--- src/rtl/dircc_status_client_if.sv ---
// Bundled command, response and status-memory signals of the status client.
// The client itself connects through the slave modport; whatever issues
// commands and models the status register uses the master modport.
interface dircc_status_client_if #(
  parameter int ADDRESS_WIDTH = 15,
  parameter int MEM_WIDTH     = 16
);
  logic                     cmd_valid;
  logic                     cmd_ready;
  logic [1:0]               cmd_op;
  logic [15:0]              cmd_state;
  logic [15:0]              cmd_extra;
  logic                     rsp_valid;
  logic [15:0]              rsp_state;
  logic [15:0]              rsp_extra;
  logic [63:0]              rsp_user;
  logic [ADDRESS_WIDTH-1:0] mem_address;
  logic                     mem_write;
  logic [MEM_WIDTH-1:0]     mem_writedata;
  logic [MEM_WIDTH-1:0]     mem_readdata;

  modport slave (
    input  cmd_valid, cmd_op, cmd_state, cmd_extra, mem_readdata,
    output cmd_ready, rsp_valid, rsp_state, rsp_extra, rsp_user,
           mem_address, mem_write, mem_writedata
  );

  modport master (
    output cmd_valid, cmd_op, cmd_state, cmd_extra, mem_readdata,
    input  cmd_ready, rsp_valid, rsp_state, rsp_extra, rsp_user,
           mem_address, mem_write, mem_writedata
  );
endinterface

--- src/rtl/dircc_status_client.sv ---
// Status-register client: runs read / read-modify-write / write sequences
// against a zero-wait-state halfword memory holding a state halfword, an
// extra-state halfword and four user halfwords. Every output is registered.
// The halfword datapath is 16 bits wide; MEM_WIDTH is expected to be 16.
module dircc_status_client #(
  parameter int ADDRESS_WIDTH = 15,
  parameter int MEM_WIDTH     = 16,
  parameter int BASE_ADDRESS  = 0
) (
  input  logic                  clk,
  input  logic                  reset,
  dircc_status_client_if.slave  bus
);

  typedef enum logic [2:0] {
    S_IDLE = 3'd0,
    S_RD   = 3'd1,
    S_CAP  = 3'd2,
    S_WR   = 3'd3,
    S_DONE = 3'd4
  } state_t;

  localparam logic [1:0] OP_READ_STATE = 2'd0;
  localparam logic [1:0] OP_SET_OR     = 2'd1;
  localparam logic [1:0] OP_SET_EXCL   = 2'd2;
  localparam logic [1:0] OP_READ_USER  = 2'd3;

  localparam logic [3:0] OFF_STATE = 4'd0;
  localparam logic [3:0] OFF_EXTRA = 4'd2;
  localparam logic [3:0] OFF_USER  = 4'd4;

  localparam logic [ADDRESS_WIDTH-1:0] BASE_ADDR = ADDRESS_WIDTH'(BASE_ADDRESS);

  // Byte address of a halfword; the sum is truncated so it wraps at the top.
  function automatic logic [ADDRESS_WIDTH-1:0] f_addr(input logic [3:0] i_off);
    f_addr = BASE_ADDR + ADDRESS_WIDTH'(i_off);
  endfunction

  state_t                   r_state;
  logic [1:0]               r_op;
  logic [15:0]              r_cmd_state;
  logic [15:0]              r_cmd_extra;
  logic                     r_half;       // 0: state halfword, 1: extra halfword
  logic [1:0]               r_word_cnt;   // user halfword index for READ_USER
  logic [15:0]              r_cap_state;  // state value reported at DONE
  logic [47:0]              r_user_buf;   // first three user halfwords
  logic                     r_cmd_ready;
  logic                     r_rsp_valid;
  logic [15:0]              r_rsp_state;
  logic [15:0]              r_rsp_extra;
  logic [63:0]              r_rsp_user;
  logic [ADDRESS_WIDTH-1:0] r_mem_address;
  logic                     r_mem_write;
  logic [MEM_WIDTH-1:0]     r_mem_writedata;

  logic                     w_accept;
  logic [15:0]              w_rd;
  logic [15:0]              w_or;
  logic [1:0]               w_cnt_next;
  logic [3:0]               w_user_off;

  assign w_accept   = bus.cmd_valid && r_cmd_ready;
  assign w_rd       = 16'(bus.mem_readdata);
  assign w_or       = w_rd | r_cmd_state;
  assign w_cnt_next = r_word_cnt + 2'd1;
  assign w_user_off = OFF_USER + {1'b0, w_cnt_next, 1'b0};

  // Command FSM: sequences the halfword accesses and drives all registered outputs.
  always_ff @(posedge clk or posedge reset) begin
    if (reset) begin
      r_state         <= S_IDLE;
      r_op            <= OP_READ_STATE;
      r_cmd_state     <= 16'h0000;
      r_cmd_extra     <= 16'h0000;
      r_half          <= 1'b0;
      r_word_cnt      <= 2'd0;
      r_cap_state     <= 16'h0000;
      r_user_buf      <= 48'h0;
      r_cmd_ready     <= 1'b1;
      r_rsp_valid     <= 1'b0;
      r_rsp_state     <= 16'h0000;
      r_rsp_extra     <= 16'h0000;
      r_rsp_user      <= 64'h0;
      r_mem_address   <= BASE_ADDR;
      r_mem_write     <= 1'b0;
      r_mem_writedata <= '0;
    end else begin
      r_rsp_valid <= 1'b0;
      case (r_state)
        S_IDLE: begin
          r_cmd_ready   <= 1'b1;
          r_mem_write   <= 1'b0;
          r_mem_address <= BASE_ADDR;
          if (w_accept) begin
            // Operands are captured here; later input changes are ignored.
            r_op        <= bus.cmd_op;
            r_cmd_state <= bus.cmd_state;
            r_cmd_extra <= bus.cmd_extra;
            r_word_cnt  <= 2'd0;
            r_half      <= 1'b0;
            r_cmd_ready <= 1'b0;
            case (bus.cmd_op)
              OP_SET_EXCL: begin
                r_state         <= S_WR;
                r_mem_address   <= f_addr(OFF_STATE);
                r_mem_write     <= 1'b1;
                r_mem_writedata <= MEM_WIDTH'(bus.cmd_state);
                r_cap_state     <= bus.cmd_state;
              end
              OP_READ_USER: begin
                r_state       <= S_RD;
                r_mem_address <= f_addr(OFF_USER);
              end
              OP_READ_STATE, OP_SET_OR: begin
                r_state       <= S_RD;
                r_mem_address <= f_addr(OFF_STATE);
              end
              default: begin
                r_state       <= S_RD;
                r_mem_address <= f_addr(OFF_STATE);
              end
            endcase
          end else begin
            r_state <= S_IDLE;
          end
        end

        S_RD: begin
          // Address stays put; read data arrives during the next cycle.
          r_state <= S_CAP;
        end

        S_CAP: begin
          case (r_op)
            OP_SET_OR: begin
              // Read-modify-write of the state halfword, same address.
              r_cap_state     <= w_or;
              r_state         <= S_WR;
              r_mem_write     <= 1'b1;
              r_mem_writedata <= MEM_WIDTH'(w_or);
            end
            OP_READ_USER: begin
              if (r_word_cnt == 2'd3) begin
                r_rsp_user    <= {w_rd, r_user_buf};
                r_rsp_valid   <= 1'b1;
                r_mem_address <= BASE_ADDR;
                r_state       <= S_DONE;
              end else begin
                r_user_buf    <= {w_rd, r_user_buf[47:16]};
                r_word_cnt    <= w_cnt_next;
                r_mem_address <= f_addr(w_user_off);
                r_state       <= S_RD;
              end
            end
            default: begin
              // READ_STATE: state halfword first, then extra halfword.
              if (!r_half) begin
                r_cap_state   <= w_rd;
                r_half        <= 1'b1;
                r_mem_address <= f_addr(OFF_EXTRA);
                r_state       <= S_RD;
              end else begin
                r_rsp_state   <= r_cap_state;
                r_rsp_extra   <= w_rd;
                r_rsp_valid   <= 1'b1;
                r_mem_address <= BASE_ADDR;
                r_state       <= S_DONE;
              end
            end
          endcase
        end

        S_WR: begin
          if (!r_half) begin
            r_half          <= 1'b1;
            r_mem_address   <= f_addr(OFF_EXTRA);
            r_mem_write     <= 1'b1;
            r_mem_writedata <= MEM_WIDTH'(r_cmd_extra);
            r_state         <= S_WR;
          end else begin
            r_mem_write   <= 1'b0;
            r_mem_address <= BASE_ADDR;
            r_rsp_state   <= r_cap_state;
            r_rsp_extra   <= r_cmd_extra;
            r_rsp_valid   <= 1'b1;
            r_state       <= S_DONE;
          end
        end

        S_DONE: begin
          r_state     <= S_IDLE;
          r_cmd_ready <= 1'b1;
        end

        default: begin
          r_state       <= S_IDLE;
          r_cmd_ready   <= 1'b1;
          r_mem_write   <= 1'b0;
          r_mem_address <= BASE_ADDR;
        end
      endcase
    end
  end

  assign bus.cmd_ready     = r_cmd_ready;
  assign bus.rsp_valid     = r_rsp_valid;
  assign bus.rsp_state     = r_rsp_state;
  assign bus.rsp_extra     = r_rsp_extra;
  assign bus.rsp_user      = r_rsp_user;
  assign bus.mem_address   = r_mem_address;
  assign bus.mem_write     = r_mem_write;
  assign bus.mem_writedata = r_mem_writedata;

endmodule

--- src/flat_wrapper.sv ---
// flat-port wrapper written by rule: the top's interface ports become plain ports
module dircc_status_client_flat 
#(
  parameter int ADDRESS_WIDTH = 15,
  parameter int MEM_WIDTH     = 16,
  parameter int BASE_ADDRESS  = 0
)
  (clk, reset, bus_cmd_valid, bus_cmd_op, bus_cmd_state, bus_cmd_extra, bus_mem_readdata, bus_cmd_ready, bus_rsp_valid, bus_rsp_state, bus_rsp_extra, bus_rsp_user, bus_mem_address, bus_mem_write, bus_mem_writedata);
  dircc_status_client_if #(.ADDRESS_WIDTH(ADDRESS_WIDTH), .MEM_WIDTH(MEM_WIDTH)) bus_i ();
  input  logic clk;
  input  logic reset;
  input wire logic [$bits(bus_i.cmd_valid)-1:0] bus_cmd_valid;
  input wire logic [$bits(bus_i.cmd_op)-1:0] bus_cmd_op;
  input wire logic [$bits(bus_i.cmd_state)-1:0] bus_cmd_state;
  input wire logic [$bits(bus_i.cmd_extra)-1:0] bus_cmd_extra;
  input wire logic [$bits(bus_i.mem_readdata)-1:0] bus_mem_readdata;
  output wire logic [$bits(bus_i.cmd_ready)-1:0] bus_cmd_ready;
  output wire logic [$bits(bus_i.rsp_valid)-1:0] bus_rsp_valid;
  output wire logic [$bits(bus_i.rsp_state)-1:0] bus_rsp_state;
  output wire logic [$bits(bus_i.rsp_extra)-1:0] bus_rsp_extra;
  output wire logic [$bits(bus_i.rsp_user)-1:0] bus_rsp_user;
  output wire logic [$bits(bus_i.mem_address)-1:0] bus_mem_address;
  output wire logic [$bits(bus_i.mem_write)-1:0] bus_mem_write;
  output wire logic [$bits(bus_i.mem_writedata)-1:0] bus_mem_writedata;
  assign bus_i.cmd_valid = bus_cmd_valid;
  assign bus_i.cmd_op = bus_cmd_op;
  assign bus_i.cmd_state = bus_cmd_state;
  assign bus_i.cmd_extra = bus_cmd_extra;
  assign bus_i.mem_readdata = bus_mem_readdata;
  assign bus_cmd_ready = bus_i.cmd_ready;
  assign bus_rsp_valid = bus_i.rsp_valid;
  assign bus_rsp_state = bus_i.rsp_state;
  assign bus_rsp_extra = bus_i.rsp_extra;
  assign bus_rsp_user = bus_i.rsp_user;
  assign bus_mem_address = bus_i.mem_address;
  assign bus_mem_write = bus_i.mem_write;
  assign bus_mem_writedata = bus_i.mem_writedata;
  dircc_status_client #(.ADDRESS_WIDTH(ADDRESS_WIDTH), .MEM_WIDTH(MEM_WIDTH), .BASE_ADDRESS(BASE_ADDRESS)) u_core (.clk(clk), .reset(reset), .bus(bus_i));
endmodule
--- config.mk ---
export PLATFORM = sky130hd
export DESIGN_NAME = dircc_status_client_flat
export DESIGN_NICKNAME = d
export VERILOG_FILES = /design/src/rtl/dircc_status_client_if.sv /design/src/rtl/dircc_status_client.sv /design/src/flat_wrapper.sv
export SDC_FILE = /design/constraint.sdc
export NUM_CORES = 1
export LEC_CHECK = 0
export CORE_UTILIZATION = 30
export DETAILED_ROUTE_END_ITERATION = 6
export DONT_BUFFER_PORTS = 1
export MAX_ROUTING_LAYER = met4
export SYNTH_ARGS = -nofsm -noshare
export SYNTH_HDL_FRONTEND = slang
export SYNTH_SLANG_ARGS = --single-unit
--- constraint.sdc ---
create_clock -name clk -period 15.5 [get_ports clk]
set_input_delay 3.1 -clock clk [delete_from_list [all_inputs] [get_ports clk]]
set_output_delay 3.1 -clock clk [all_outputs]
set_load 0.02 [all_outputs]
==> flow_metrics.tcl <==
set metrics [dict create \
    cp-end-kind "flop" \
    min_from "u_core.r_user_buf[5]" \
    place.gp.congestion 0.807 \
    skew_ns 0.00658 \
    maxSlewViolCount 0 \
    cp.arrival_ns 4.66 \
    min_path_cells 1 \
    insertion_delay_ns 0.52 \
    setup_viol 0 \
    synth.avg_cell_area_sq_um 12.2 \
    yosys_most_used_dff "dfrtp_1" \
    rows 64 \
    endpoint "u_core.bus.mem_writedata[3]" \
    ctsRootBufferMaster "clkbuf_16" \
    grt_pass1_wl_um 34600 \
    power_mw 2.11 \
    avgRoutedWirePerCell_um 19.3 \
    cp.required_ns 15.89 \
    finalSetupTns_ns 0 \
    synth_edf_count 0 \
    syn_to_final_growth_pct 12.3 \
    crit_type "input pin to flop" \
    cts_tree "yes" \
    startpoint_type "input pin" \
    worst_r2r_path_depth 3 \
    hold_viol 0 \
    fmax_mhz 235 \
    postCtsSetupBuffers 0 \
    synth-seq-area-share_pct 59.6 \
    crit_slowest_cell "nand3_1" \
    multi_input_area_sq_um 3520 \
    initialDrtViolationCount 322 \
    viasPerCell 4.78 \
    clk_pin_slew_worst_paths_ns 0.06 \
    cts-hold-fix-buffers 0 \
    die_y_um 178 \
    ff_latch_area_sq_um 5560 \
    cp_max_fo 17 \
    rsz0062_at_grt "false" \
    crit_start "bus_cmd_op[1]" \
    htree_num_levels 1 \
    die_x_um 178 \
    slew_headroom_pct 26.4 \
    overflow 0 \
    die_area_sq_um 31800 \
    numCtsBuffers 24 \
    grt_pass1_vias 5619 \
    synth_area_sq_um 9330 \
    status "finished clean" \
    initial_core_util_pct 30.5 \
    rrSetupSlack_ns 12.12 \
    drc 0 \
    postLayoutCoreUtil_pct 34.2 \
    power_leakage_nw 5.11 \
    dp_slack_ns 10.71 \
    ioPinCount 183 \
    antenna_left 0 \
    wirelength_um 22600 \
    finalNetCount 810 \
    yosys_warnings 0 \
    r2r_end "u_core.bus.rsp_state[2]" \
    core-area_sq_um 30600 \
    finalCritPeriodShare_pct 27.5 \
    tightest_slew_ns 1.10 \
    critical-path-max-stage-delay_ns 0.72 \
    dr_total_vias 5588 \
    io_buffer_count 0 \
    min_path_type "flop to flop" \
    reg2reg_from "u_core.r_state[1]" \
    async_flop_share_pct 100 \
    first_pass_iters 4 \
    ys_ff_latch 222 \
    powerDensity_nw_per_um2 201 \
    postCtsResizedCells 0 \
    antenna_found_initial 0 \
    synthDistinctLibCells 42 \
    grt_max_degree 97 \
    grt_usage_pct 14.7 \
    hold_ws_ns 0.480 \
    netlist_instances 765 \
    cap_violations 0 \
    fill_cells 3019 \
    ir_drop_v 0.0000713 \
    dp_hpwl_um 15400 \
    cts.sinks 222 \
    layout-drive-gt1-share_pct 11.3 \
    fin_ws_ns 11.24 \
    path_cells "inv_1 > o21ai_1 > nand3_1 > mux2_1" \
    clockBufferDepth 3 \
    min_period_ns 4.26 \
]
layout make-up:
cell class,instances,area share [%]
Multi-Input combinational cell,493,33.6
Clock inverter,10,1.29
Clock buffer,33,6.45
Sequential cell,222,53.1
Antenna cell,1,0.0239
Timing Repair Buffer,8,0.574
Inverter,6,0.287
Tap cell,396,4.73
kinds of logic (layout without fill, tap and decap cells):
kind of cell | count (synthesis) | in the layout | share of synthesized area, %
xor+xnor | 1 | 1 | 0.0939
mux | 177 | 177 | 21.1
flops | 222 | 222 | 59.6
simple gates | 213 | 213 | 9.90
fa+ha+maj | 2 | 2 | 0.268
other cells | 1 | 13 | 0.0402
buf+inv | 61 | 57 | 3.34
compound gates | 88 | 88 | 5.62
cells in the final DEF, fill, tap and decap left out, types with 6 or more instances in the layout:
cell type  instances
nor2_1            20
or3_1             17
o21ai_0           10
dfrtp_1          221
o211ai_1          16
mux2_1           133
o21ai_1           11
conb_1            12
clkbuf_16         25
buf_4              8
mux2_2            27
mux2i_1           17
a21oi_1           39
clkbuf_1           6
nand2_1          154
layer usage:
layer  global-route usage, %  share of wire (%)  vias up
met2                    21.4                 44      150
li1                        -                  -     2584
met4                    3.71                1.5        0
met5                       -                  0        -
met1                    18.8                 44     2823
met3                    6.01                 10       31
where the power goes:
group,switching (mW),internal [mW]
Combinational,0.272,0.222
Clock,0.236,0.355
Sequential,0.250,0.773
critical path, delay by kind of cell:
kind | cells | cell delay, ns
mux | 1 | 0.59
buf+inv | 1 | 0.04
compound gates | 1 | 0.19
simple gates | 1 | 0.72
synth_stat cells, types with 11 or more instances:
cell	n	area (sq um)
a21oi_1	39	195
nor2_1	20	75.1
buf_2	21	105
clkbuf_1	17	63.8
mux2_2	27	304
dfrtp_1	221	5530
mux2i_1	17	170
nand2_1	155	582
or3_1	17	106
mux2_1	133	1500
o211ai_1	16	120
buf_4	13	97.6
o21ai_1	11	55.1
worst min-delay path by stage:
stage,end,slack [ns]
6_report,u_core.r_user_buf[5],0.48
3_5_place_dp,u_core.bus.rsp_user[4],0.47
5_1_grt,u_core.bus.rsp_user[7],0.50
3_3_place_gp,u_core.bus.rsp_user[5],0.46
2_1_floorplan,u_core.bus.rsp_user[0],0.45
4_1_cts,u_core.r_user_buf[5],0.48
flip-flops by register name, summed over array words and instances, names as in the netlist:
signal / cells
u_core.bus.rsp_user: 64
u_core.r_user_buf: 48
u_core.bus.mem_writedata: 16
u_core.bus.rsp_extra: 16
u_core.bus.rsp_state: 16
u_core.r_cap_state: 16
u_core.r_cmd_extra: 16
u_core.r_cmd_state: 16
u_core.bus.mem_address: 3
u_core.r_state: 3
u_core.r_op: 2
u_core.r_word_cnt: 2
u_core.bus.cmd_ready: 1
u_core.bus.mem_write: 1
u_core.bus.rsp_valid: 1
u_core.r_half: 1
stage by stage:
stage / instance area [sq um] / cells
2_1_floorplan: 9370 / 776
3_3_place_gp: 9660 / 1125
3_5_place_dp: 9660 / 1125
4_1_cts: 10500 / 1168
5_1_grt: 10500 / 1168
6_report: 10500 / 1169
No activity file was read; power rests on OpenSTA's default activity.
